File: src/rtl/vga_rx_pkg.sv
// Shared VGA receiver definitions: FSM states, CRC constants and default
// timing that the text-mode generator also uses.
package vga_rx_pkg;

  typedef enum logic [1:0] {
    ST_SEARCH  = 2'd0,
    ST_MEASURE = 2'd1,
    ST_LOCKED  = 2'd2
  } rx_state_t;

  localparam logic [15:0] CRC_POLY = 16'h1021;
  localparam logic [15:0] CRC_INIT = 16'hFFFF;

  localparam int DEF_CLK_DIV  = 2;
  localparam int DEF_H_SYNC   = 96;
  localparam int DEF_H_START  = 144;
  localparam int DEF_H_ACTIVE = 640;
  localparam int DEF_H_TOTAL  = 800;
  localparam int DEF_V_SYNC   = 2;
  localparam int DEF_V_START  = 35;
  localparam int DEF_V_ACTIVE = 480;
  localparam int DEF_V_TOTAL  = 525;

  // CRC-16-CCITT over one byte, MSB first.
  function automatic logic [15:0] crc16_byte(input logic [15:0] crc, input logic [7:0] data);
    logic [15:0] c;
    c = crc;
    for (int i = 7; i >= 0; i--) begin
      if (c[15] ^ data[i]) c = {c[14:0], 1'b0} ^ CRC_POLY;
      else                 c = {c[14:0], 1'b0};
    end
    return c;
  endfunction

endpackage

File: src/rtl/vga_rx_sync.sv
// Two-flop synchronizer for one sync input plus assertion-edge detect.
// The edge is judged against the level seen at the previous pixel strobe.
module vga_rx_sync #(
  parameter bit POL = 1'b1
) (
  input  logic clk,
  input  logic reset,
  input  logic stb,
  input  logic din,
  output logic act_edge
);

  logic s1, s2, prev;

  always_ff @(posedge clk) begin
    if (!reset) begin
      s1   <= 1'b0;
      s2   <= 1'b0;
      prev <= 1'b0;
    end else begin
      s1 <= din;
      s2 <= s1;
      if (stb) prev <= s2;
    end
  end

  assign act_edge = stb && (s2 == POL) && (prev != POL);

endmodule

File: src/rtl/vga_sync_receiver.sv
// VGA receive decoder: measures line/frame timing, locks, and emits x/y/rgb per active pixel.
// Define VGA_RX_CRC_EN to compute a per-frame CRC-16 of the pixel stream on frame_crc.
module vga_sync_receiver
  import vga_rx_pkg::*;
#(
  parameter int CLK_DIV     = DEF_CLK_DIV,
  parameter int HCNT_W      = 10,
  parameter int VCNT_W      = 10,
  parameter int H_START     = DEF_H_START,
  parameter int V_START     = DEF_V_START,
  parameter int H_ACTIVE    = DEF_H_ACTIVE,
  parameter int V_ACTIVE    = DEF_V_ACTIVE,
  parameter int LOCK_FRAMES = 2,
  parameter bit SYNC_POL    = 1'b1
) (
  input  logic              clk,
  input  logic              reset,
  input  logic              h_sync,
  input  logic              v_sync,
  input  logic              red,
  input  logic              green,
  input  logic              blue,
  output logic              px_valid,
  output logic [HCNT_W-1:0] px_x,
  output logic [VCNT_W-1:0] px_y,
  output logic [2:0]        px_rgb,
  output logic              locked,
  output logic              frame_start,
  output logic [HCNT_W-1:0] line_len,
  output logic [VCNT_W-1:0] frame_lines,
  output logic              timing_err,
  output logic [15:0]       frame_crc
);

  localparam int DIV_W = (CLK_DIV > 1) ? $clog2(CLK_DIV) : 1;
  localparam logic [DIV_W-1:0] DIV_LAST = DIV_W'(CLK_DIV - 1);
  localparam int GC_W = $clog2(LOCK_FRAMES + 1);
  localparam logic [GC_W-1:0] GC_LOCK = GC_W'(LOCK_FRAMES - 1);

  localparam logic [HCNT_W-1:0] H_MAX = '1;
  localparam logic [VCNT_W-1:0] V_MAX = '1;
  localparam logic [HCNT_W-1:0] H_LO  = HCNT_W'(H_START);
  localparam logic [HCNT_W-1:0] H_HI  = HCNT_W'(H_START + H_ACTIVE);
  localparam logic [VCNT_W-1:0] V_LO  = VCNT_W'(V_START);
  localparam logic [VCNT_W-1:0] V_HI  = VCNT_W'(V_START + V_ACTIVE);

  logic [DIV_W-1:0]  div_cnt;
  logic              pix_stb;
  logic              h_edge, v_edge;
  logic [2:0]        rgb_s1, rgb_s2;
  rx_state_t         state;
  logic [HCNT_W-1:0] hcnt, h_next, line_meas;
  logic [VCNT_W-1:0] vcnt, v_next, frame_meas;
  logic              h_sat, v_sat;
  logic              lines_ok;
  logic [GC_W-1:0]   good_cnt;
  logic              line_mis, frame_mis, frame_match, in_win;

  always_ff @(posedge clk) begin
    if (!reset)       div_cnt <= '0;
    else if (pix_stb) div_cnt <= '0;
    else              div_cnt <= div_cnt + 1'b1;
  end

  assign pix_stb = (div_cnt == DIV_LAST);

  vga_rx_sync #(.POL(SYNC_POL)) u_hsync (
    .clk(clk), .reset(reset), .stb(pix_stb), .din(h_sync), .act_edge(h_edge)
  );

  vga_rx_sync #(.POL(SYNC_POL)) u_vsync (
    .clk(clk), .reset(reset), .stb(pix_stb), .din(v_sync), .act_edge(v_edge)
  );

  always_ff @(posedge clk) begin
    if (!reset) begin
      rgb_s1 <= '0;
      rgb_s2 <= '0;
    end else begin
      rgb_s1 <= {red, green, blue};
      rgb_s2 <= rgb_s1;
    end
  end

  // Counter values for the pixel being sampled at this strobe.
  always_comb begin
    h_next = hcnt;
    h_sat  = 1'b0;
    if (h_edge) begin
      h_next = '0;
    end else if (hcnt != H_MAX) begin
      h_next = hcnt + 1'b1;
      h_sat  = (hcnt == H_MAX - 1'b1);
    end
    v_next = vcnt;
    v_sat  = 1'b0;
    if (v_edge) begin
      v_next = '0;
    end else if (h_edge && vcnt != V_MAX) begin
      v_next = vcnt + 1'b1;
      v_sat  = (vcnt == V_MAX - 1'b1);
    end
  end

  assign line_meas   = hcnt + 1'b1;
  assign frame_meas  = vcnt + 1'b1;
  assign line_mis    = h_edge && (line_meas != line_len);
  assign frame_mis   = v_edge && (frame_meas != frame_lines);
  // The line closing on this strobe counts toward the frame closing with it.
  assign frame_match = lines_ok && !line_mis && !frame_mis;
  assign in_win      = (h_next >= H_LO) && (h_next < H_HI) && (v_next >= V_LO) && (v_next < V_HI);

  always_ff @(posedge clk) begin
    if (!reset) begin
      state       <= ST_SEARCH;
      hcnt        <= '0;
      vcnt        <= '0;
      line_len    <= '0;
      frame_lines <= '0;
      lines_ok    <= 1'b0;
      good_cnt    <= '0;
      locked      <= 1'b0;
      frame_start <= 1'b0;
      timing_err  <= 1'b0;
      px_valid    <= 1'b0;
      px_x        <= '0;
      px_y        <= '0;
      px_rgb      <= '0;
    end else begin
      frame_start <= 1'b0;
      timing_err  <= 1'b0;
      px_valid    <= 1'b0;
      if (pix_stb) begin
        hcnt <= h_next;
        vcnt <= v_next;
        if (h_edge)   line_len    <= line_meas;
        if (v_edge)   frame_lines <= frame_meas;
        if (line_mis) lines_ok    <= 1'b0;
        if (v_edge)   lines_ok    <= 1'b1;

        if (state == ST_LOCKED && in_win) begin
          px_valid <= 1'b1;
          px_x     <= h_next - H_LO;
          px_y     <= v_next - V_LO;
          px_rgb   <= rgb_s2;
        end

        case (state)
          ST_SEARCH: begin
            if (v_edge) begin
              state    <= ST_MEASURE;
              good_cnt <= '0;
            end
          end
          ST_MEASURE: begin
            if (v_edge) begin
              if (frame_match) begin
                good_cnt <= good_cnt + 1'b1;
                if (good_cnt >= GC_LOCK) begin
                  state  <= ST_LOCKED;
                  locked <= 1'b1;
                end
              end else begin
                // A mismatching frame becomes the new reference.
                good_cnt <= GC_W'(1);
              end
            end
          end
          ST_LOCKED: begin
            if (v_edge) frame_start <= 1'b1;
            if (line_mis || frame_mis) begin
              timing_err <= 1'b1;
              locked     <= 1'b0;
              state      <= ST_MEASURE;
              good_cnt   <= v_edge ? GC_W'(1) : '0;
            end
          end
          default: state <= ST_SEARCH;
        endcase

        if (h_sat || v_sat) begin
          timing_err <= 1'b1;
          locked     <= 1'b0;
          state      <= ST_SEARCH;
        end
      end
    end
  end

`ifdef VGA_RX_CRC_EN
  logic [15:0] crc_acc;

  always_ff @(posedge clk) begin
    if (!reset) begin
      crc_acc   <= CRC_INIT;
      frame_crc <= '0;
    end else if (pix_stb && v_edge && state == ST_LOCKED) begin
      frame_crc <= crc_acc;
      crc_acc   <= CRC_INIT;
    end else if (px_valid) begin
      crc_acc <= crc16_byte(crc_acc, {5'b0, px_rgb});
    end
  end
`else
  assign frame_crc = '0;
`endif

endmodule

File: config.mk
export PLATFORM = sky130hd
export DESIGN_NAME = vga_sync_receiver
export DESIGN_NICKNAME = d
export VERILOG_FILES = /design/src/rtl/vga_rx_pkg.sv /design/src/rtl/vga_rx_sync.sv /design/src/rtl/vga_sync_receiver.sv
export SDC_FILE = /design/constraint.sdc
export NUM_CORES = 1
export LEC_CHECK = 0
export BUFFER_PORTS_ARGS = -buffer_cell sky130_fd_sc_hd__buf_2
export CAP_MARGIN = 20
export CORE_ASPECT_RATIO = 0.5
export CORE_UTILIZATION = 51
export DETAILED_ROUTE_END_ITERATION = 8
export HOLD_SLACK_MARGIN = 0.08
export MAX_ROUTING_LAYER = met4
export PLACE_DENSITY_LB_ADDON = 0.12
export SLEW_MARGIN = 20
export SYNTH_ARGS = -nofsm -noshare
export SYNTH_HDL_FRONTEND = slang
export SYNTH_SLANG_ARGS = --single-unit
File: constraint.sdc
create_clock -name clk -period 8 [get_ports clk]
set_input_delay 2.4 -clock clk [delete_from_list [all_inputs] [get_ports clk]]
set_output_delay 2.4 -clock clk [all_outputs]
set_load 0.03 [all_outputs]
## After elaboration in Yosys (flattened, before gate mapping)

Index checks and enable logic that the tools add are counted.

| word-level totals | value |
|---|---|
| register bits | 85 |
| bits of input ports | 7 |
| output and inout port bits | 63 |

| cells by class | value |
|---|---|
| add/subtract/negate cells | 6 |
| magnitude comparators | 5 |
| eq/ne operators | 16 |
| multiplexer cells | 34 |
| bitwise gates (word level) | 3 |
| reductions and logical operators | 31 |

Operators by type and width:

| kind | count |
|---|---|
| 10-bit two-way mux | 4 |
| 10-bit by 1-bit adder with 10-bit output, second input constant | 2 |
| 10-bit equality test, second input constant | 2 |
| 10-bit < comparator, second input constant | 2 |
| 2-bit two-way mux | 10 |
| 10-bit inequality test | 2 |
| 10-bit inequality test, second input constant | 2 |
| 1-bit two-way mux | 17 |
| 1-bit logical AND | 13 |
| 3-bit inequality test, second input constant | 4 |
| 2-bit case mux with 3 select lines | 2 |
| 6-bit AND reduction | 2 |
| 10-bit by 6-bit >= comparator with 1-bit output, second input constant | 1 |
| 10-bit by 8-bit >= comparator with 1-bit output, second input constant | 1 |
| 2-bit AND reduction | 5 |
| 10-bit by 6-bit subtractor with 10-bit output, second input constant | 1 |
| 10-bit by 8-bit subtractor with 10-bit output, second input constant | 1 |
| 3-bit nonzero test | 2 |
| 5-bit AND reduction | 1 |
| 2-bit inequality test, second input constant | 2 |
| 3-bit by 1-bit inequality test with 1-bit output, second input constant | 1 |
| 1-bit inverter | 3 |
| 3-bit AND reduction | 1 |
| 2-bit by 1-bit adder with 2-bit output, second input constant | 1 |
| 11 further kinds | 13 |

## Longest topological paths before layout

Gate-level depths: netlist of run 1.

| logic depth | value |
|---|---|
| word-level depth | 10 |
| mapped depth | 16 |
| gate-level depth less buffers | 13 |

## Hierarchy

Synthesis of run 1 repeated with hierarchy kept, for this count alone.

| second synthesis, totals | value |
|---|---|
| cell total of the unflattened synthesis | 584 |
| area, all modules | 4,829.6 sq um |

Modules (own cells, without submodules):

| module | times used | cells each | area each (sq um) | sequential area each (sq um) |
|---|---|---|---|---|
| vga_sync_receiver | 1 | 566 | 4,642.0 | 1,581.5 |
| vga_rx_sync | 2 | 9 | 93.8 | 60.1 |

## Least setup slack after synthesis of run 1

No wires, ideal clock.

| timing path | value |
|---|---|
| path type | input -> register |
| start | input reset |
| end | register state[0] |
| library setup time | 0.069 ns |
| arrival | 3.417 ns |
| slack | 4.514 ns |
| stages on the path | 5 |
| buffers on the path | 1 |
| cell sequence | clkbuf_1 > o21ai_0 > or4_1 > a221o_1 > o21ai_1 |

RTL lines:

| what | RTL line | source |
|---|---|---|
| start: declaration | vga_sync_receiver.sv:17 | `input logic reset,` |
| end signal: assignment | vga_sync_receiver.sv:115 | `state <= ST_SEARCH;` |
| end signal: assignment | vga_sync_receiver.sv:151 | `state <= ST_MEASURE;` |
| end signal: assignment | vga_sync_receiver.sv:160 | `state <= ST_LOCKED;` |
| end: declaration | vga_sync_receiver.sv:51 | `rx_state_t state;` |

## Worst setup path after layout of run 1

| timing path | value |
|---|---|
| start | register hcnt[0] |
| end | register px_x[6] |

| on the way | value |
|---|---|
| cells in the longest elaborated chain, start to end | 9 |

RTL lines:

| what | RTL line | source |
|---|---|---|
| start: declaration | vga_sync_receiver.sv:52 | `logic [HCNT_W-1:0] hcnt, h_next, line_meas;` |
| start signal: assignment | vga_sync_receiver.sv:134 | `hcnt <= h_next;` |
| 10-bit by 1-bit adder with 10-bit output / 10-bit inequality test (equally long branches) | vga_sync_receiver.sv:92, vga_sync_receiver.sv:91 |  |
| 10-bit two-way mux * | vga_sync_receiver.sv:91 | `end else if (hcnt != H_MAX) begin` |
| 10-bit two-way mux * | vga_sync_receiver.sv:89 | `if (h_edge) begin` |
| 10-bit by 8-bit >= comparator with 1-bit output / 10-bit < comparator (equally long branches) | vga_sync_receiver.sv:111 | `assign in_win = (h_next >= H_LO) && (h_next < H_HI) && (v_next >= V_LO) && (v_next < V_HI);` |
| 1-bit logical AND (3 in a row) | vga_sync_receiver.sv:111 |  |
| 1-bit logical AND | vga_sync_receiver.sv:141 | `if (state == ST_LOCKED && in_win) begin` |
| 2-bit AND reduction (no line) | -- |  |
| end signal: assignment | vga_sync_receiver.sv:143 | `px_x <= h_next - H_LO;` |
| end: declaration | vga_sync_receiver.sv:24 | `output logic [HCNT_W-1:0] px_x,` |

Mark *: on every way between the ends. The rest lies on a longest branch, timed or not.
A chain may end at the register's enable or synchronous reset.

==> results of run 1 <==
==> Yosys cell counts (3+ instances only) <==
cell                       count  area share [%]
sky130_fd_sc_hd__dfxtp_1      85              34
sky130_fd_sc_hd__nor2_1       59             4.4
sky130_fd_sc_hd__a21oi_1      42             4.2
sky130_fd_sc_hd__a211oi_1     27             4.1
sky130_fd_sc_hd__nand2_1      27             2.0
sky130_fd_sc_hd__nand3_1      27             2.7
sky130_fd_sc_hd__xnor2_1      26             4.6
sky130_fd_sc_hd__clkbuf_1     24             1.8
sky130_fd_sc_hd__and2_1       18             2.3
sky130_fd_sc_hd__buf_2        17             1.7
sky130_fd_sc_hd__buf_4        17             2.6
sky130_fd_sc_hd__o21ai_1      16             1.6
sky130_fd_sc_hd__mux2i_1      15             3.0
sky130_fd_sc_hd__nor3_1       15             1.5
sky130_fd_sc_hd__inv_1        14             1.1
sky130_fd_sc_hd__ha_1         12             3.0
sky130_fd_sc_hd__nand4_1      12             1.5
sky130_fd_sc_hd__nand2b_1     11             1.4
sky130_fd_sc_hd__o21ai_0      11             1.1
sky130_fd_sc_hd__and3_1        9             1.1
sky130_fd_sc_hd__xor2_1        8             1.4
sky130_fd_sc_hd__a31oi_1       7            0.88
sky130_fd_sc_hd__buf_1         7            0.53
sky130_fd_sc_hd__a311oi_1      6             1.1
sky130_fd_sc_hd__buf_6         5             1.1
sky130_fd_sc_hd__nor4_1        5            0.63
sky130_fd_sc_hd__nand4b_1      4            0.70
sky130_fd_sc_hd__o211a_1       4            0.80
sky130_fd_sc_hd__a211o_1       3            0.53
sky130_fd_sc_hd__a211oi_2      3            0.75
sky130_fd_sc_hd__a21o_1        3            0.45
sky130_fd_sc_hd__and3b_1       3            0.53
sky130_fd_sc_hd__and4_1        3            0.53
sky130_fd_sc_hd__o21a_1        3            0.45
sky130_fd_sc_hd__or3_1         3            0.38
sky130_fd_sc_hd__or4_1         3            0.45
==> layout make-up <==
type	instances	share of cell area, %
Clock inverter	6	1.36
Clock buffer	10	4.39
Multi-Input combinational cell	443	53.1
Timing Repair Buffer	59	5.70
Tap cell	135	3.10
Inverter	15	1.03
Sequential cell	85	31.3
==> cells by family (layout without fill, tap and decap cells) <==
logic type	Yosys count	after routing	share of synthesized area [%]
simple gates	212	212	22.5
compound gates	150	150	20.6
mux	15	15	3.01
other cells	1	16	0.0752
xor+xnor	38	38	7.68
fa+ha+maj	12	12	3.01
buf+inv	86	90	8.96
flops	85	85	34.1
==> metal layers <==
| layer | up-vias | share of wire [%] | wire length [µm] |
|---|---|---|---|
| met4 | 0 | 1.2 | 133 |
| met5 | - | 0 | 0 |
| met1 | 1980 | 50 | 5710 |
| met2 | 113 | 44 | 4970 |
| met3 | 14 | 4.9 | 557 |
| li1 | 2148 | - | - |
==> power by group through the flow <==
stage                     sequential (W)  combinational [W]  clock (W)
after floorplan                 0.000449          0.0000515          0
after global placement          0.000446          0.0000615          0
after detailed placement        0.000446          0.0000616          0
after CTS                       0.000436          0.0000620   0.000445
after global routing            0.000437          0.0000675   0.000464
final                           0.000436          0.0000617   0.000441
==> sequential cells by signal, summed over array words and instances, names as in the netlist, 2 cells and up <==
signal       flops
frame_lines     10
vcnt            10
rgb_s1           3
px_y            10
rgb_s2           3
line_len        10
state            2
px_rgb           3
good_cnt         2
px_x            10
hcnt            10
==> worst min path at each step <==
| stage | end | slack [ns] | cells past startpoint |
|---|---|---|---|
| floorplan | rgb_s2[0] | 0.41 | 1 |
| global placement | rgb_s2[2] | 0.42 | 1 |
| detailed placement | rgb_s2[2] | 0.42 | 1 |
| CTS | rgb_s2[2] | 0.43 | 1 |
| global route | rgb_s2[0] | 0.45 | 1 |
| finish | rgb_s2[2] | 0.43 | 1 |
==> worst max-delay path, stage by stage (launching register included) <==
cell	delay [ns]
sky130_fd_sc_hd__dfxtp_1	0.47
sky130_fd_sc_hd__ha_1	0.33
sky130_fd_sc_hd__and3_1	0.33
sky130_fd_sc_hd__nand4_1	0.48
sky130_fd_sc_hd__a31oi_1	0.42
sky130_fd_sc_hd__inv_1	0.10
sky130_fd_sc_hd__ha_1	0.18
sky130_fd_sc_hd__inv_1	0.07
sky130_fd_sc_hd__a31o_2	0.14
sky130_fd_sc_hd__a21o_1	0.10
sky130_fd_sc_hd__a211o_1	0.13
sky130_fd_sc_hd__nand4_1	0.47
sky130_fd_sc_hd__nor2_1	0.93
sky130_fd_sc_hd__a311oi_1	0.19
==> through the flow <==
step	util [%]	total power, W
floorplan	-	0.000501
global placement	54.1	0.000507
detailed placement	54.1	0.000507
CTS	57.4	0.000944
global route	57.4	0.000968
finish	57.4	0.000939
==> out/qor.json, run 1 <==
{
  "status": {
    "status": "finished clean"
  },
  "finish": {
    "fillers": 902,
    "multiInputGateArea_um2": 2890,
    "finalNonFillerCells": 753,
    "layout-area-overhead-vs-synth_pct": 9.19,
    "fin_nets": 632,
    "layout.cells.most_common": "sky130_fd_sc_hd__dfxtp_1",
    "final_layout_size_suffix_gt1_share_pct": 15.0,
    "layout.cell_area.non_filler_um2": 5440,
    "layout.cells.most_common_list": "85 x sky130_fd_sc_hd__dfxtp_1, 59 x sky130_fd_sc_hd__nor2_1, 53 x sky130_fd_sc_hd__buf_2, 42 x sky130_fd_sc_hd__a21oi_1",
    "insertedDiodeCount": 0,
    "area.sequential_um2": 1700
  },
  "timing": {
    "final_period_utilization_pct": 56.4,
    "finalHoldViolCount": 0,
    "worst_clock_skew_ns": 0.0116,
    "finalCriticalPeriod_ns": 4.51,
    "max_freq_mhz": 222,
    "maxSlewHeadroom_pct": 36.2,
    "timing_worst_slew_pin_value_ns": 0.954,
    "final.setup.worst_slack_ns": 3.49,
    "report.final.slew_viol_count": 0,
    "setup-violations-final": 0,
    "rsz_0062_raised_after_global_routing": "false",
    "fin_worst_hold_slack_ns": 0.434,
    "totalNegativeSetupSlack_ns": 0
  },
  "global_routing": {
    "grt_util_met1_pct": 33.9,
    "grt.total_usage_pct": 24.3,
    "antenna_found_initial": 0,
    "grt_start_max_net_pins": 42,
    "vias_in_the_first_global_route": 3723,
    "globalRouteMet3Util_pct": 4.95,
    "grt_overflow_total": 0,
    "grt_first_pass_wirelength_um": 18900,
    "global_route.usage.met2_pct": 35.7,
    "globalRoute.busiestLayer": "met2"
  },
  "detailed_routing": {
    "post-route-drc-count": 0,
    "final_antenna_net_count": 0,
    "postRouteWirelength_um": 11400,
    "drt-initial-drc-count": 224,
    "dr.pass1.iters": 4,
    "dr_total_vias": 4255,
    "drt-vias-per-instance": 5.65,
    "wl_per_cell_um": 15.1
  },
  "setup_path": {
    "setup.reg_to_reg.worst_slack_ns": 3.49,
    "timing.critical_path.from_type": "flop",
    "required_ns": 8.18,
    "critPathCaptureType": "flop",
    "crit_start": "hcnt[0]",
    "arrival_ns": 4.69,
    "worstPathMaxFanout": 14,
    "r2r_end": "px_x[6]",
    "crit_end": "px_x[6]",
    "timing.reg2reg.worst_path_depth": 13,
    "kind_of_critical_path": "reg2reg",
    "timing.rr.start": "hcnt[0]"
  },
  "synthesis": {
    "yosysWarningCount": 0,
    "synth_cells": 599,
    "synth_edf_count": 0,
    "postSynthAreaPerCell_um2": 8.32,
    "ys_ff_latch": 85,
    "postSynth.asyncResetShare_pct": 0,
    "netlist-cell-type-count": 70,
    "synth.yosys.seq_area_share_pct": 34.1,
    "synth_top_flop_cell": "sky130_fd_sc_hd__dfxtp_1",
    "synth.cell_area_um2": 4980
  },
  "die": {
    "die_w_um": 142,
    "placement_rows": 25,
    "fp.coreArea_um2": 9480,
    "ios": 70,
    "die_height_um": 71.9,
    "initial_core_utilization_pct": 52.6,
    "die-area_um2": 10200
  },
  "clocking": {
    "post_cts_hold_buffer_count": 0,
    "tritoncts": "built",
    "worst_skew_pair.late_latency_ns": 0.35,
    "ctsHtreeMaxLevel": 3,
    "clock_sinks": 85,
    "total_cts_buffers": 9,
    "postCtsSetupBuffers": 0,
    "cts.reportedPaths.clkPinSlew_ns": 0.07,
    "ctsRootBufferMaster": "sky130_fd_sc_hd__clkbuf_16",
    "clock_path_buffers": 2,
    "ctsResizeCount": 0
  },
  "pwr": {
    "power.internal_w": 0.000704,
    "p_sw_share_pct": 25.0,
    "vdd_ir_max_mv": 0.0995,
    "power.static_leakage_nw": 2.12,
    "share_clk_of_total_power_pct": 47.0,
    "seq_power_share_pct": 46.5,
    "combPwrFrac_pct": 6.6,
    "net-switching-power_w": 0.000235,
    "pwr_density_cell_nw_per_um2": 172
  },
  "placement": {
    "total_cell_area_at_the_placement_stage_um2": 5130,
    "rd_place_congestion": 0.877,
    "dpl_wire_length_um": 7880,
    "io_buffers": 53,
    "number_of_placed_instances_with_taps_included": 737,
    "pre_cts_ws_ns": 3.51
  },
  "job": {
    "maxcap_violations": 0
  },
  "worst_hold_path": {
    "min_path_type": "reg2reg",
    "holdCritStartpoint": "rgb_s1[2]"
  }
}
(Power assumes the default switching activity.)
==> run 2, diff against run 1 <==
clock period = 4.05 ns   (was 8 ns; I/O delays follow)
==> out/qor.json, run 2 (synthesis results as in run 1) <==
{
  "status": {
    "status": {"value": "finished clean", "change": "unchanged"}
  },
  "timing": {
    "setup-violations-final": {"value": 0, "change": "unchanged"},
    "max_freq": {"value": 275, "unit": "MHz", "change": "was 222 MHz"},
    "finalHoldViolCount": {"value": 0, "change": "unchanged"},
    "worst_clock_skew": {"value": 0.00766, "unit": "ns", "change": "was 0.0116 ns"},
    "rsz_0062_raised_after_global_routing": {"value": "false", "change": "unchanged"},
    "report.final.slew_viol_count": {"value": 0, "change": "unchanged"},
    "totalNegativeSetupSlack": {"value": 0, "unit": "ns", "change": "unchanged"},
    "final_period_utilization": {"value": 89.8, "unit": "%", "change": "was 56.4%"},
    "finalCriticalPeriod": {"value": 3.64, "unit": "ns", "change": "was 4.51 ns"},
    "maxSlewHeadroom": {"value": 50.4, "unit": "%", "change": "was 36.2%"},
    "timing_worst_slew_pin_value": {"value": 0.744, "unit": "ns", "change": "was 0.954 ns"}
  },
  "finish": {
    "fillers": {"value": 890, "change": "was 902"},
    "final_layout_size_suffix_gt1_share": {"value": 16.2, "unit": "%", "change": "was 15.0%"},
    "insertedDiodeCount": {"value": 0, "change": "unchanged"},
    "layout.cells.most_common": {"value": "sky130_fd_sc_hd__dfxtp_1", "change": "unchanged"},
    "fin_nets": {"value": 639, "change": "was 632"},
    "layout-area-overhead-vs-synth": {"value": 10.2, "unit": "%", "change": "was 9.19%"},
    "layout.cells.most_common_list": {"value": "85 x sky130_fd_sc_hd__dfxtp_1, 59 x sky130_fd_sc_hd__nor2_1, 53 x sky130_fd_sc_hd__buf_2, 42 x sky130_fd_sc_hd__a21oi_1", "change": "unchanged"}
  },
  "die": {
    "die_height": {"value": 71.9, "unit": "µm", "change": "unchanged"},
    "placement_rows": {"value": 25, "change": "unchanged"},
    "die-area": {"value": 10200, "unit": "µm²", "change": "unchanged"},
    "ios": {"value": 70, "change": "unchanged"},
    "fp.coreArea": {"value": 9480, "unit": "µm²", "change": "unchanged"},
    "die_w": {"value": 142, "unit": "µm", "change": "unchanged"},
    "initial_core_utilization": {"value": 52.6, "unit": "%", "change": "unchanged"}
  },
  "detailed_routing": {
    "top_layer_used": {"value": "met4", "change": "unchanged"},
    "drt-initial-drc-count": {"value": 252, "change": "was 224"},
    "dr_total_vias": {"value": 4309, "change": "was 4255"},
    "postRouteWirelength": {"value": 11600, "unit": "µm", "change": "was 11400 µm"},
    "final_antenna_net_count": {"value": 0, "change": "unchanged"},
    "wl_met1": {"value": 5710, "unit": "µm", "change": "about the same"},
    "wl_met2": {"value": 5030, "unit": "µm", "change": "was 4970 µm"},
    "post-route-drc-count": {"value": 0, "change": "unchanged"},
    "drt-vias-per-instance": {"value": 5.67, "change": "was 5.65"},
    "wl_per_cell": {"value": 15.2, "unit": "µm", "change": "was 15.1 µm"},
    "routed_length_on_met3": {"value": 721, "unit": "µm", "change": "was 557 µm"},
    "dr.pass1.iters": {"value": 5, "change": "was 4"}
  },
  "clocking": {
    "cts.reportedPaths.clkPinSlew": {"value": 0.06, "unit": "ns", "change": "was 0.07 ns"},
    "ctsHtreeMaxLevel": {"value": 3, "change": "unchanged"},
    "tritoncts": {"value": "built", "change": "unchanged"},
    "total_cts_buffers": {"value": 9, "change": "unchanged"},
    "clock_sinks": {"value": 85, "change": "unchanged"},
    "postCtsSetupBuffers": {"value": 0, "change": "unchanged"},
    "worst_skew_pair.late_latency": {"value": 0.35, "unit": "ns", "change": "about the same"},
    "clock_path_buffers": {"value": 2, "change": "unchanged"},
    "ctsRootBufferMaster": {"value": "sky130_fd_sc_hd__clkbuf_16", "change": "unchanged"}
  },
  "setup_path": {
    "critPathCaptureType": {"value": "flop", "change": "unchanged"},
    "required": {"value": 4.30, "unit": "ns", "change": "was 8.18 ns"},
    "kind_of_critical_path": {"value": "reg2reg", "change": "unchanged"},
    "timing.critical_path.from_type": {"value": "flop", "change": "unchanged"},
    "arrival": {"value": 3.88, "unit": "ns", "change": "was 4.69 ns"},
    "timing.reg2reg.worst_path_depth": {"value": 12, "change": "was 13"},
    "worstPathMaxFanout": {"value": 14, "change": "unchanged"}
  },
  "pwr": {
    "vdd_ir_max": {"value": 0.225, "unit": "mV", "change": "was 0.0995 mV"},
    "design_power_total": {"value": 0.00178, "unit": "W", "change": "was 0.000939 W"},
    "pwr_density_cell": {"value": 324, "unit": "nW/µm²", "change": "was 172 nW/µm²"},
    "power.static_leakage": {"value": 2.14, "unit": "nW", "change": "was 2.12 nW"}
  },
  "worst_hold_path": {
    "min_path_type": {"value": "reg2reg", "change": "unchanged"},
    "hold-path-cell-count": {"value": 1, "change": "unchanged"}
  },
  "placement": {
    "rd_place_congestion": {"value": 0.907, "change": "was 0.877"},
    "io_buffers": {"value": 53, "change": "unchanged"},
    "dpl_wire_length": {"value": 7920, "unit": "µm", "change": "was 7880 µm"}
  },
  "global_routing": {
    "antenna_found_initial": {"value": 0, "change": "unchanged"},
    "grt_start_max_net_pins": {"value": 37, "change": "was 42"},
    "grt_first_pass_wirelength": {"value": 18800, "unit": "µm", "change": "was 18900 µm"},
    "vias_in_the_first_global_route": {"value": 3622, "change": "was 3723"},
    "grt_overflow_total": {"value": 0, "change": "unchanged"},
    "grt.total_usage": {"value": 24.2, "unit": "%", "change": "was 24.3%"}
  },
  "job": {
    "maxcap_violations": {"value": 0, "change": "unchanged"}
  }
}
run 2: layout make-up:
type	count	area [µm²]	area share, %
clock buffers	10	239	4.35
clock inverters	6	45.0	0.820
inverters	15	56.3	1.02
multi-input cells	443	2910	52.9
flip-flops and latches	85	1700	31.0
well taps	135	169	3.07
repair buffers	66	375	6.83
run 2: per-layer routing:
layer	track usage, %	up-vias
li1	-	2157
met1	32.8	2007
met2	35.7	133
met3	6.67	12
met4	6.09	0
met5	-	-
run 2: where the power goes:
part           total [W]  internal [W]  leakage (nW)  switching, W
registers       0.000864      0.000850         0.688     0.0000145
clock network   0.000792      0.000436         0.132      0.000357
logic           0.000121     0.0000380          1.32     0.0000833
total            0.00178       0.00132          2.14      0.000454
run 2: metrics by stage:
step / util (%) / cells / setup slack [ns] / cell area [µm²] / hold slack, ns
after global routing: 58.0 / 760 / 0.0545 / 5490 / 0.457
final: 58.0 / 760 / 0.415 / 5490 / 0.434
after floorplan: - / 614 / 0.942 / 5040 / 0.412
after CTS: 57.8 / 760 / 0.250 / 5480 / 0.438
after detailed placement: 54.8 / 744 / 0.302 / 5190 / 0.423
after global placement: 54.8 / 744 / 0.424 / 5190 / 0.415
run 2: worst max-delay path, cell delays in order (launching register included):
cell and delay, ns:
sky130_fd_sc_hd__dfxtp_1 0.47, sky130_fd_sc_hd__ha_1 0.35, sky130_fd_sc_hd__nand3_2 0.26, sky130_fd_sc_hd__o31ai_4 0.47, sky130_fd_sc_hd__xnor2_1 0.19, sky130_fd_sc_hd__nor2_1 0.09, sky130_fd_sc_hd__ha_1 0.30, sky130_fd_sc_hd__nor4_2 0.41
sky130_fd_sc_hd__o21a_1 0.20, sky130_fd_sc_hd__o21a_2 0.29, sky130_fd_sc_hd__nor2_1 0.10, sky130_fd_sc_hd__buf_4 0.17, sky130_fd_sc_hd__a211oi_1 0.25
run 2: timing repair:
action | 4_1_cts | 5_1_grt
resized for setup | 0 | 2
hold buffers | 0 | 0
setup endpoints to repair | 0 | 10
run 2: final timing paths:
path         startpoint  slack [ns]          to
min reg2reg  u_hsync.s1        0.43  u_hsync.s2
min          u_hsync.s1        0.43  u_hsync.s2
max reg2reg     vcnt[0]        0.41     px_y[0]
max             vcnt[0]        0.41     px_y[0]
